`config.mk`:
```
export PLATFORM = sky130hd
export DESIGN_NAME = seven_seg_display_arbiter
export DESIGN_NICKNAME = d
export VERILOG_FILES = /design/src/rtl/seven_seg_display_arbiter.sv
export SDC_FILE = /design/constraint.sdc
export NUM_CORES = 1
export LEC_CHECK = 0
export ABC_AREA = 1
export CAP_MARGIN = 5
export CORE_UTILIZATION = 34
export CTS_CLUSTER_DIAMETER = 150
export DETAILED_ROUTE_END_ITERATION = 8
export PLACE_DENSITY_LB_ADDON = 0.25
export RECOVER_POWER = 25
export SKIP_CTS_REPAIR_TIMING = 1
export SLEW_MARGIN = 20
export SYNTH_ARGS = -nofsm -noshare
export SYNTH_HDL_FRONTEND = slang
export SYNTH_SLANG_ARGS = --single-unit
```
`constraint.sdc`:
```
create_clock -name clock -period 3.3 [get_ports clock]
set_clock_uncertainty 0.15 [all_clocks]
set_input_delay 0.33 -clock clock [delete_from_list [all_inputs] [get_ports clock]]
set_output_delay 0.33 -clock clock [all_outputs]
set_load 0.05 [all_outputs]
```
`src/rtl/seven_seg_display_arbiter.sv`:
```
// seven_seg_display_arbiter
//   Round-robin time-slice arbiter that shares one 8-digit seven-segment
//   display driver among N_REQ requesters. A new owner keeps the display
//   for at least HOLD_MS millisecond ticks (HOLD). After that the slice is
//   OPEN and the owner is rotated out as soon as someone else asks.
//   If the owner drops its request, the display is released immediately.
//
// Ports
//   clock        system clock, all logic on posedge
//   reset        asynchronous, active-high
//   req          per-requester request
//   req_number   requester i value at [32*i+31:32*i]
//   req_mode     requester i radix (0 = decimal/BCD, 1 = hex)
//   req_points   requester i decimal points at [8*i+7:8*i]
//   grant        one-hot owner, zero when idle
//   disp_number  to display driver input_number
//   disp_mode    to display driver mode
//   disp_points  to display driver dec_points
//   slice_done   high while the owner's minimum slice has elapsed
module seven_seg_display_arbiter #(
    parameter int N_REQ    = 4,
    parameter int TICK_DIV = 100000,
    parameter int HOLD_MS  = 500
) (
    input  logic                 clock,
    input  logic                 reset,
    input  logic [N_REQ-1:0]     req,
    input  logic [32*N_REQ-1:0]  req_number,
    input  logic [N_REQ-1:0]     req_mode,
    input  logic [8*N_REQ-1:0]   req_points,
    output logic [N_REQ-1:0]     grant,
    output logic [31:0]          disp_number,
    output logic                 disp_mode,
    output logic [7:0]           disp_points,
    output logic                 slice_done
);

    localparam int IW = $clog2(N_REQ);
    localparam int TW = (TICK_DIV > 1) ? $clog2(TICK_DIV) : 1;
    localparam int HW = $clog2(HOLD_MS + 1);

    typedef enum logic [1:0] {IDLE, HOLD, OPEN} state_t;

    state_t          state_reg, state_next;
    logic [IW-1:0]   owner_reg, owner_next;
    logic [IW-1:0]   rr_ptr_reg, rr_ptr_next;
    logic [HW-1:0]   hold_cnt_reg, hold_cnt_next;
    logic [TW-1:0]   tick_cnt_reg, tick_cnt_next;
    logic [31:0]     disp_number_reg, disp_number_next;
    logic            disp_mode_reg, disp_mode_next;
    logic [7:0]      disp_points_reg, disp_points_next;

    logic            tick;
    logic [N_REQ-1:0] owner_mask;
    logic            owner_req;
    logic            others_req;

    logic [31:0]     number_arr [N_REQ];
    logic [7:0]      points_arr [N_REQ];

    generate
        for (genvar gi = 0; gi < N_REQ; gi++) begin : g_unpack
            assign number_arr[gi] = req_number[32*gi +: 32];
            assign points_arr[gi] = req_points[8*gi +: 8];
        end
    endgenerate

    // First requester after p (wrapping), p itself considered last.
    function automatic logic [IW-1:0] arb(input logic [IW-1:0] p,
                                          input logic [N_REQ-1:0] r);
        logic [IW-1:0] pick;
        logic [IW-1:0] idx;
        logic          found;
        pick  = p;
        found = 1'b0;
        for (int k = 1; k <= N_REQ; k++) begin
            idx = IW'((int'(p) + k) % N_REQ);
            if (!found && r[idx]) begin
                pick  = idx;
                found = 1'b1;
            end
        end
        return pick;
    endfunction

    // Free-running millisecond tick; its phase is deliberately not tied to grants.
    assign tick          = (tick_cnt_reg == TW'(TICK_DIV - 1));
    assign tick_cnt_next = tick ? '0 : tick_cnt_reg + TW'(1);

    assign owner_mask = N_REQ'(1) << owner_reg;
    assign owner_req  = req[owner_reg];
    assign others_req = |(req & ~owner_mask);

    always_comb begin
        state_next       = state_reg;
        owner_next       = owner_reg;
        rr_ptr_next      = rr_ptr_reg;
        hold_cnt_next    = hold_cnt_reg;
        disp_number_next = '0;
        disp_mode_next   = 1'b0;
        disp_points_next = '0;

        case (state_reg)
            IDLE: begin
                if (|req) begin
                    owner_next    = arb(rr_ptr_reg, req);
                    rr_ptr_next   = owner_next;
                    hold_cnt_next = HW'(HOLD_MS);
                    state_next    = HOLD;
                end
            end
            HOLD, OPEN: begin
                // Release takes priority over expiry and rotation.
                if (!owner_req) begin
                    if (|req) begin
                        owner_next    = arb(owner_reg, req);
                        rr_ptr_next   = owner_next;
                        hold_cnt_next = HW'(HOLD_MS);
                        state_next    = HOLD;
                    end else begin
                        hold_cnt_next = '0;
                        state_next    = IDLE;
                    end
                end else if (state_reg == HOLD) begin
                    if (tick) begin
                        if (hold_cnt_reg == HW'(1)) begin
                            hold_cnt_next = '0;
                            state_next    = OPEN;
                        end else begin
                            hold_cnt_next = hold_cnt_reg - HW'(1);
                        end
                    end
                end else if (others_req) begin
                    // Owner still requesting, so ARB(owner) lands on someone else.
                    owner_next    = arb(owner_reg, req);
                    rr_ptr_next   = owner_next;
                    hold_cnt_next = HW'(HOLD_MS);
                    state_next    = HOLD;
                end
            end
            default: state_next = IDLE;
        endcase

        // Display fields always come from the single owner selected for next cycle.
        if (state_next != IDLE) begin
            disp_number_next = number_arr[owner_next];
            disp_mode_next   = req_mode[owner_next];
            disp_points_next = points_arr[owner_next];
        end
    end

    always_ff @(posedge clock or posedge reset) begin
        if (reset) begin
            state_reg       <= IDLE;
            owner_reg       <= '0;
            rr_ptr_reg      <= IW'(N_REQ - 1);
            hold_cnt_reg    <= '0;
            tick_cnt_reg    <= '0;
            disp_number_reg <= '0;
            disp_mode_reg   <= 1'b0;
            disp_points_reg <= '0;
        end else begin
            state_reg       <= state_next;
            owner_reg       <= owner_next;
            rr_ptr_reg      <= rr_ptr_next;
            hold_cnt_reg    <= hold_cnt_next;
            tick_cnt_reg    <= tick_cnt_next;
            disp_number_reg <= disp_number_next;
            disp_mode_reg   <= disp_mode_next;
            disp_points_reg <= disp_points_next;
        end
    end

    assign grant       = (state_reg != IDLE) ? owner_mask : '0;
    assign slice_done  = (state_reg == OPEN);
    assign disp_number = disp_number_reg;
    assign disp_mode   = disp_mode_reg;
    assign disp_points = disp_points_reg;

endmodule

```
==> flow_summary.ini, run 1 <==
[run_status]
outcome = finished with violations
violations = max-capacitance violations, max-slew violations

[sta]
setup_viol = 0
hold_violations = 0
relSlewSlack_pct = -17.10
slew_violations = 37
fin_crit_sh_pct = 85.35
layout_min_cycle_time_ns = 2.817
tightest_slew_ns = 1.747
rsz0062_at_grt = no
fin_tns_setup_ns = 0
max_freq_ghz = 0.3550

[yosys]
synthMostInstantiatedCell = inv_1
synth_mux_area_share_pct = 0
synthTopCellsByCount = inv_1 (182), nand2_1 (130), nand3_1 (109), dfrtp_1 (71), nand2_2 (44)
ys_types = 41
synth.top_cell.area_share_pct = 29.00
synthCells = 854
synth_compound_area_share_pct = 11.80
syn_nets = 1037
netlist_top_cells_area = dfrtp_1 (29%), inv_1 (11%), nand3_1 (8.9%), nand2_1 (8.0%), nand3_2 (7.0%)
yosys_most_used_dff = dfrtp_1
ys_async_sr_fraction_pct = 100.0
synthAdderAreaFrac_pct = 2.655
synth-xor-area-share_pct = 0.4288
synth_simple_gate_area_share_pct = 38.66
synth-seq-cells = 73
synth_top_family_by_area = simple AND/OR/NAND/NOR gates
ys_seq_area_share_pct = 29.86
syn_area_mm2 = 0.006127
synth-edff-count = 0
yosysTopAreaCell = dfrtp_1
yosysWarnings = 0
avgSynthCellArea_um2 = 7.175

[critical_path]
r2r_slack_ns = 0.48
cp-end-kind = flip-flop
cp.arrival_ns = 2.88
crit_required_ns = 3.36
startpoint = owner_reg[1]
critPathMostFrequentCell = nand2_1
cp_top_family = simple AND/OR/NAND/NOR gates
timing.rr.start = owner_reg[1]
path_buf_inv = 4
path_cells = inv_1 -> ha_1 -> inv_1 -> nand3_2 -> nand2_1 -> inv_2 -> nand4_1 -> nand2_1 -> nand2_1 -> nand3_1 -> nand2_4 -> nand2_4 -> buf_12 -> nand2_1 -> nand3_1 -> a21oi_2
path_max_fanout = 43
cpPeakStageDelay_ns = 0.49
worstReg2RegEnd = disp_number[29]
path_class = reg2reg
rr_worst_depth = 16
slowest_stage = dfrtp_1
cp-start-kind = flip-flop

[route]
drt_iter0_markers = 322
vias = 6060
finalWirelength_um = 18100
wl_per_cell_um = 14.12
drc = 0
via_per_inst = 4.727
drt_pass1_iterations = 5
final_antenna_net_count = 0

[layout]
stdcell_area_mm2 = 0.008771
diodes = 0
largest_reg_flops = 32
area_growth_syn_to_layout_pct = 43.15
ff_latch_area_mm2 = 0.001829
fin_nets = 1236
drive_gt1_share_pct = 16.46
multi_input_area_mm2 = 0.003292
nFillCells = 1668

[power_and_ir_drop]
peakVddDrop_mv = 0.9032
total_power_mw = 10.51
p_leak_nw = 4.303
cellPowerDensity_mw_per_mm2 = 1198

[grt]
grt_pass1_vias = 6016
antenna_found_initial = 0
grt_usage_pct = 20.32
grt_pass1_wl_um = 29640
grt_max_degree = 51
overflow = 0

[clocking]
numCtsBuffers = 9
path_clk_slew_ns = 0.06
h-tree-depth = 3
cts-root-buf = clkbuf_16
cts_num_sinks = 73
clock_latency_ns = 0.34
clockBufferDepth = 2
cts_tree = built

[worst_hold_path]
hp-class = reg2reg
hp-start = tick_cnt_reg[0]
min_to = tick_cnt_reg[0]
hold_depth = 1

[floorplanning]
initial_core_util_pct = 35.06
fp.dieH_um = 136.2
die-width_um = 136.2
io_pins = 216
die_area_mm2 = 0.01856
core_area_mm2 = 0.01748
rows = 48

[place]
gp_congestion = 0.8447
io_buffers = 215
dpl-instance-area_mm2 = 0.008469
dpl.hpwl_um = 13560

[run]
cap_violations = 1
## kinds of logic (layout without fill, tap and decap cells)
family                   count (synthesis)  in the layout
AND/OR/NAND/NOR                        430            430
buffers and inverters                  233            436
AO/OA/AOI/OAI                          102            102
flip-flops                              73             73
adder cells (fa/ha/maj)                 13             13
XOR/XNOR                                 3              3
## how the worst max path moves through the flow
| stage | to | cells past startpoint |
|---|---|---|
| floorplan | disp_number[10] | 18 |
| global placement | disp_number[15] | 15 |
| detailed placement | disp_number[11] | 18 |
| CTS | disp_number[11] | 18 |
| global route | tick_cnt_reg[12] | 3 |
| finish | disp_number[29] | 16 |
## stage by stage
step                      hold WS (ns)  instances  setup slack (ns)  util (%)
after floorplan                 0.2751        854            0.9266         -
after global placement          0.2965       1267            0.5987     48.46
after CTS                       0.2754       1282            0.4874     50.24
after global routing            0.3826       1282            0.1706     50.19
final                           0.3358       1282            0.4833     50.19
after detailed placement        0.3208       1267            0.4984     48.46
## cells in the final DEF, fill, tap and decap left out, drive strengths merged, types with 3 or more instances in the layout
| cell | netlist | final |
|---|---|---|
| nand2 | 174 | 174 |
| clkbuf | 10 | 13 |
| a22oi | 7 | 7 |
| ha | 13 | 13 |
| xor2 | 3 | 3 |
| nor4 | 5 | 5 |
| inv | 191 | 190 |
| nand3 | 152 | 152 |
| o21ai | 22 | 22 |
| o22ai | 3 | 3 |
| clkdlybuf4s50 | 0 | 214 |
| nand4 | 8 | 8 |
| nor3 | 7 | 7 |
| buf | 32 | 14 |
| nor2 | 37 | 37 |
| dfrtp | 71 | 71 |
| a21oi | 61 | 61 |
| nand3b | 41 | 41 |
## final cells by class
class / count / share of cell area (%)
clock buffers: 12 / 2.810
clock inverters: 3 / 0.7418
inverters: 191 / 8.217
multi-input cells: 548 / 37.53
flip-flops and latches: 73 / 20.86
well taps: 225 / 3.210
repair buffers: 230 / 26.63
## report_power, final
group	switching (mW)	internal, mW
Sequential	0.160	1.28
Combinational	5.14	2.88
Clock	0.368	0.678
Total	5.66	4.84
## routing by layer
| metal | routed length, um | GRT usage [%] |
|---|---|---|
| met1 | 7684 | 23.98 |
| met2 | 8932 | 35.59 |
| met3 | 1266 | 6.227 |
| met4 | 217 | 4.938 |
| met5 | 0 | 0 |
Power figures use the tool's default switching activity.
==> inputs of run 2 (changes only) <==
--- a/config.mk
+++ b/config.mk
@@ -7,9 +7,11 @@
 export LEC_CHECK = 0
 export ABC_AREA = 1
 export CAP_MARGIN = 5
+export CORE_ASPECT_RATIO = 0.75
 export CORE_UTILIZATION = 34
 export CTS_CLUSTER_DIAMETER = 150
 export DETAILED_ROUTE_END_ITERATION = 8
+export DONT_BUFFER_PORTS = 1
 export PLACE_DENSITY_LB_ADDON = 0.25
 export RECOVER_POWER = 25
 export SKIP_CTS_REPAIR_TIMING = 1
==> run 2 against run 1 <==
The run still ends with max-capacitance violations, max-slew violations left. Setup slack lost 0.069 ns. Worst hold slack lost 0.27 ns. Non-clock buffer count shrank 214. Wire length shrank 6.5%. Core utilization shrank 13 points. First-iteration DRC count shrank 3.4%. Fmax shrank 2.4%. Critical path depth grew 1. Design area shrank 24%. Largest cell class unchanged.
==> flow_summary.ini, run 2 (same netlist as run 1, synthesis figures left out) <==
[grt]
antenna_found_initial = 0
overflow = 0
grt_usage_pct = 19.00
grt_pass1_wl_um = 27330
grt_max_degree = 83
grt_pass1_vias = 5018

[floorplanning]
io_pins = 216
initial_core_util_pct = 34.70
fp.dieH_um = 118.3
die_area_mm2 = 0.01857
core_area_mm2 = 0.01766
die-width_um = 157.0
rows = 42

[clocking]
clockBufferDepth = 2
cts-root-buf = clkbuf_16
cts_tree = built
path_clk_slew_ns = 0.06
numCtsBuffers = 9
clock_latency_ns = 0.34
cts_num_sinks = 73
h-tree-depth = 3

[critical_path]
crit_required_ns = 3.42
cp.arrival_ns = 3.00
path_class = reg2reg
path_max_fanout = 41
cp-end-kind = flip-flop
cp-start-kind = flip-flop

[sta]
rsz0062_at_grt = no
tightest_slew_ns = 1.585
hold_violations = 0
slew_violations = 35
fin_crit_sh_pct = 87.46
fin_tns_setup_ns = 0
relSlewSlack_pct = -6.232
layout_min_cycle_time_ns = 2.886
max_freq_ghz = 0.3465
setup_viol = 0
whs_ns = 0.06257

[layout]
drive_gt1_share_pct = 20.97
final_cell_mix = inv_1 (181), nand2_1 (129), nand3_1 (109), dfrtp_1 (71), nand3_2 (43)
layout_commonest_cell = inv_1
fin_nets = 1022
multi_input_area_mm2 = 0.003292
diodes = 0
ff_latch_area_mm2 = 0.001829
largest_reg_flops = 32
area_growth_syn_to_layout_pct = 8.148
nFillCells = 1929

[route]
drc = 0
vias = 5389
drt_iter0_markers = 311
via_per_inst = 4.962
drt_pass1_iterations = 5
finalWirelength_um = 16920
final_antenna_net_count = 0
wl_per_cell_um = 15.58

[run]
cap_violations = 1

[place]
dpl.hpwl_um = 12740
gp_congestion = 0.8387
io_buffers = 0

[run_status]
outcome = finished with violations
violations = max-capacitance violations, max-slew violations

[worst_hold_path]
hp-class = in2reg
[run 2: routing by layer]
| layer | vias to the layer above | track usage [%] | routed length (um) |
|---|---|---|---|
| li1 | 2675 | - | - |
| met1 | 2492 | 25.78 | 7654 |
| met2 | 195 | 28.92 | 7710 |
| met3 | 27 | 5.611 | 1190 |
| met4 | 0 | 5.765 | 367 |
| met5 | - | 0 | 0 |
[run 2: worst max-delay path, cell delays in order, from the launching register on]
cell and delay, ns:
dfstp_2 0.64, inv_1 0.14, nand2_1 0.08, nand2_1 0.09, nand2_1 0.09, nand2_2 0.09, inv_2 0.07, nand2_1 0.05
nand2_1 0.06, nand3_1 0.08, nand3_1 0.09, nand2_1 0.07, inv_1 0.05, nand2_1 0.05, nand2_2 0.07, buf_4 0.58
nand3_1 0.19, a21oi_1 0.17
[run 2: cell type report]
class / instances / area share, %
multi-input combinational: 548 / 49.68
timing repair buffer: 16 / 2.757
clock buffer: 11 / 3.663
inverter: 191 / 10.88
sequential: 73 / 27.61
clock inverter: 5 / 0.8497
tap: 242 / 4.569
[run 2: path summary, 6_finish.rpt]
path                                  from         endpoint  slack (ns)  cells past startpoint
setup / recovery             rr_ptr_reg[0]        disp_mode        0.41                     17
hold / removal              req_number[25]  disp_number[25]        0.06                      4
setup reg to reg             rr_ptr_reg[0]        disp_mode        0.41                     17
hold reg to reg            tick_cnt_reg[0]  tick_cnt_reg[0]        0.31                      1
max in group asynchronous            reset        disp_mode        0.64                      3
min in group asynchronous            reset  tick_cnt_reg[2]        0.68                      2
[run 2: metrics by stage]
| stage | setup WS, ns | area [um2] | utilization, % | std cells |
|---|---|---|---|---|
| floorplan | 0.9266 | 6127 | - | 854 |
| global placement | 0.4134 | 6339 | 35.90 | 1069 |
| detailed placement | 0.3985 | 6339 | 35.90 | 1069 |
| CTS | 0.3923 | 6638 | 37.59 | 1085 |
| global route | 0.1415 | 6626 | 37.53 | 1086 |
| finish | 0.4139 | 6626 | 37.53 | 1086 |
Power of run 2 is left out: the tool's default activity adds up to more than one toggle a clock period on the data nets, which glitch-free logic cannot reach.
==> inputs of run 3 (changes only) <==
--- a/config.mk
+++ b/config.mk
@@ -8,7 +8,7 @@
 export ABC_AREA = 1
 export CAP_MARGIN = 5
 export CORE_ASPECT_RATIO = 0.75
-export CORE_UTILIZATION = 34
+export CORE_UTILIZATION = 65
 export CTS_CLUSTER_DIAMETER = 150
 export DETAILED_ROUTE_END_ITERATION = 8
 export DONT_BUFFER_PORTS = 1
==> run 3 against run 2 <==
The run still ends with max-capacitance violations, max-slew violations left. Core utilization grew 34 points. Final cell count shrank 11%. Fmax shrank 4.1%. Global-route usage grew 13 points. Design area shrank 2.5%. Worst hold slack gained 0.0053 ns. Largest cell class unchanged. Highest routed layer unchanged.
==> flow_summary.ini, run 3 (same netlist as run 1, synthesis figures left out) <==
[run_status]
outcome = finished with violations
violations = max-capacitance violations, max-slew violations

[grt]
antenna_found_initial = 0
grt_max_degree = 74
global_route.usage.met2_pct = 52.51
overflow = 0
grt_pass1_wl_um = 24650
grtUsageMet1_pct = 41.25
globalRoute.busiestLayer = met2
grt_usage_pct = 31.92
grt_pass1_vias = 5185
use_met3_pct = 7.703

[route]
finalWirelength_um = 15650
final_antenna_net_count = 0
drt_iter0_markers = 457
drc = 0
drt_pass1_iterations = 5
vias = 5600
via_per_inst = 5.791
wl_per_cell_um = 16.18

[layout]
fin_nets = 1017
layout_commonest_cell = inv_1
diodes = 0
largest_reg_flops = 32
area_growth_syn_to_layout_pct = 5.452
final_cell_mix = inv_1 (182), nand2_1 (129), nand3_1 (109), dfrtp_1 (71), nand2_2 (44)
drive_gt1_share_pct = 20.50

[critical_path]
path_max_fanout = 51
critPathMostFrequentCell = nand2_1
cp_top_family = simple AND/OR/NAND/NOR gates
crit_required_ns = 3.36
slowest_stage = dfrtp_1
path_buf_inv = 4
cp-end-kind = flip-flop
timing.rr.start = owner_reg[0]
path_class = reg2reg
path_cells = inv_4 -> ha_1 -> inv_1 -> nand3_2 -> nand2_1 -> inv_2 -> nand4_1 -> nand2_1 -> nand2_1 -> nand3_1 -> nand2_2 -> nand2_4 -> buf_12 -> nand2_1 -> nand3_1 -> a21oi_2
cp.arrival_ns = 3.07
startpoint = owner_reg[0]
cpPeakStageDelay_ns = 0.59
cp-start-kind = flip-flop

[sta]
max_freq_ghz = 0.3322
slew_violations = 74
tightest_slew_ns = 1.875
fin_crit_sh_pct = 91.22
fin_tns_setup_ns = 0
setup_viol = 0
hold_violations = 0
rsz0062_at_grt = no
relSlewSlack_pct = -24.97
worst_slack_ns = 0.2898
layout_min_cycle_time_ns = 3.010

[floorplanning]
io_pins = 216
rows = 30
die-width_um = 114.1
initial_core_util_pct = 67.45
core_area_mm2 = 0.009084
die_area_mm2 = 0.009823
fp.dieH_um = 86.08

[place]
place_ws_ns = 0.3591
gp_congestion = 0.9535
dpl.hpwl_um = 11320
io_buffers = 0

[clocking]
clock_latency_ns = 0.34
h-tree-depth = 3
clockBufferDepth = 2
cts_num_sinks = 73
path_clk_slew_ns = 0.06
cts_tree = built
numCtsBuffers = 9
cts-root-buf = clkbuf_16

[worst_hold_path]
hp-start = req_number[4]
hp-class = in2reg

[run]
cap_violations = 1
[run 3: final timing paths]
check / cells after the start / slack [ns] / to
hold / removal: 4 / 0.07 / disp_number[4]
setup reg to reg: 16 / 0.29 / disp_number[2]
max in group asynchronous: 2 / 1.48 / disp_number[5]
setup / recovery: 16 / 0.29 / disp_number[2]
hold reg to reg: 1 / 0.32 / tick_cnt_reg[0]
min in group asynchronous: 2 / 0.36 / hold_cnt_reg[2]
[run 3: area by class of cell]
class / instances / area (um2)
multi-input combinational: 548 / 3288
fill: 768 / 2623
sequential: 73 / 1829
inverter: 191 / 719.4
clock buffer: 14 / 274.0
tap: 128 / 160.2
timing repair buffer: 11 / 155.1
clock inverter: 2 / 35.03
[run 3: worst register-to-register path: stages, from the launching register on]
cell and delay, ns:
dfrtp_1 0.59, inv_4 0.11, ha_1 0.39, inv_1 0.09, nand3_2 0.09, nand2_1 0.08
inv_2 0.09, nand4_1 0.10, nand2_1 0.12, nand2_1 0.05, nand3_1 0.10, nand2_2 0.10
nand2_4 0.20, buf_12 0.31, nand2_1 0.14, nand3_1 0.12, a21oi_2 0.05
[run 3: layer usage]
metal | share of wire [%] | up-vias
met1 | 43 | 2669
met5 | 0 | -
li1 | - | 2662
met3 | 7.4 | 30
met2 | 48 | 239
met4 | 2.0 | 0
[run 3: stage by stage]
stage | std cells | hold WS, ns | utilization [%] | cell area [um2]
final | 967 | 0.06784 | 71.13 | 6461
after global routing | 967 | 0.07003 | 71.13 | 6461
after CTS | 967 | 0.04876 | 71.16 | 6464
after detailed placement | 951 | 0.3097 | 67.75 | 6155
after global placement | 951 | 0.2911 | 67.75 | 6155
after floorplan | 854 | 0.2751 | - | 6127
Power of run 3 is left out for the same reason.
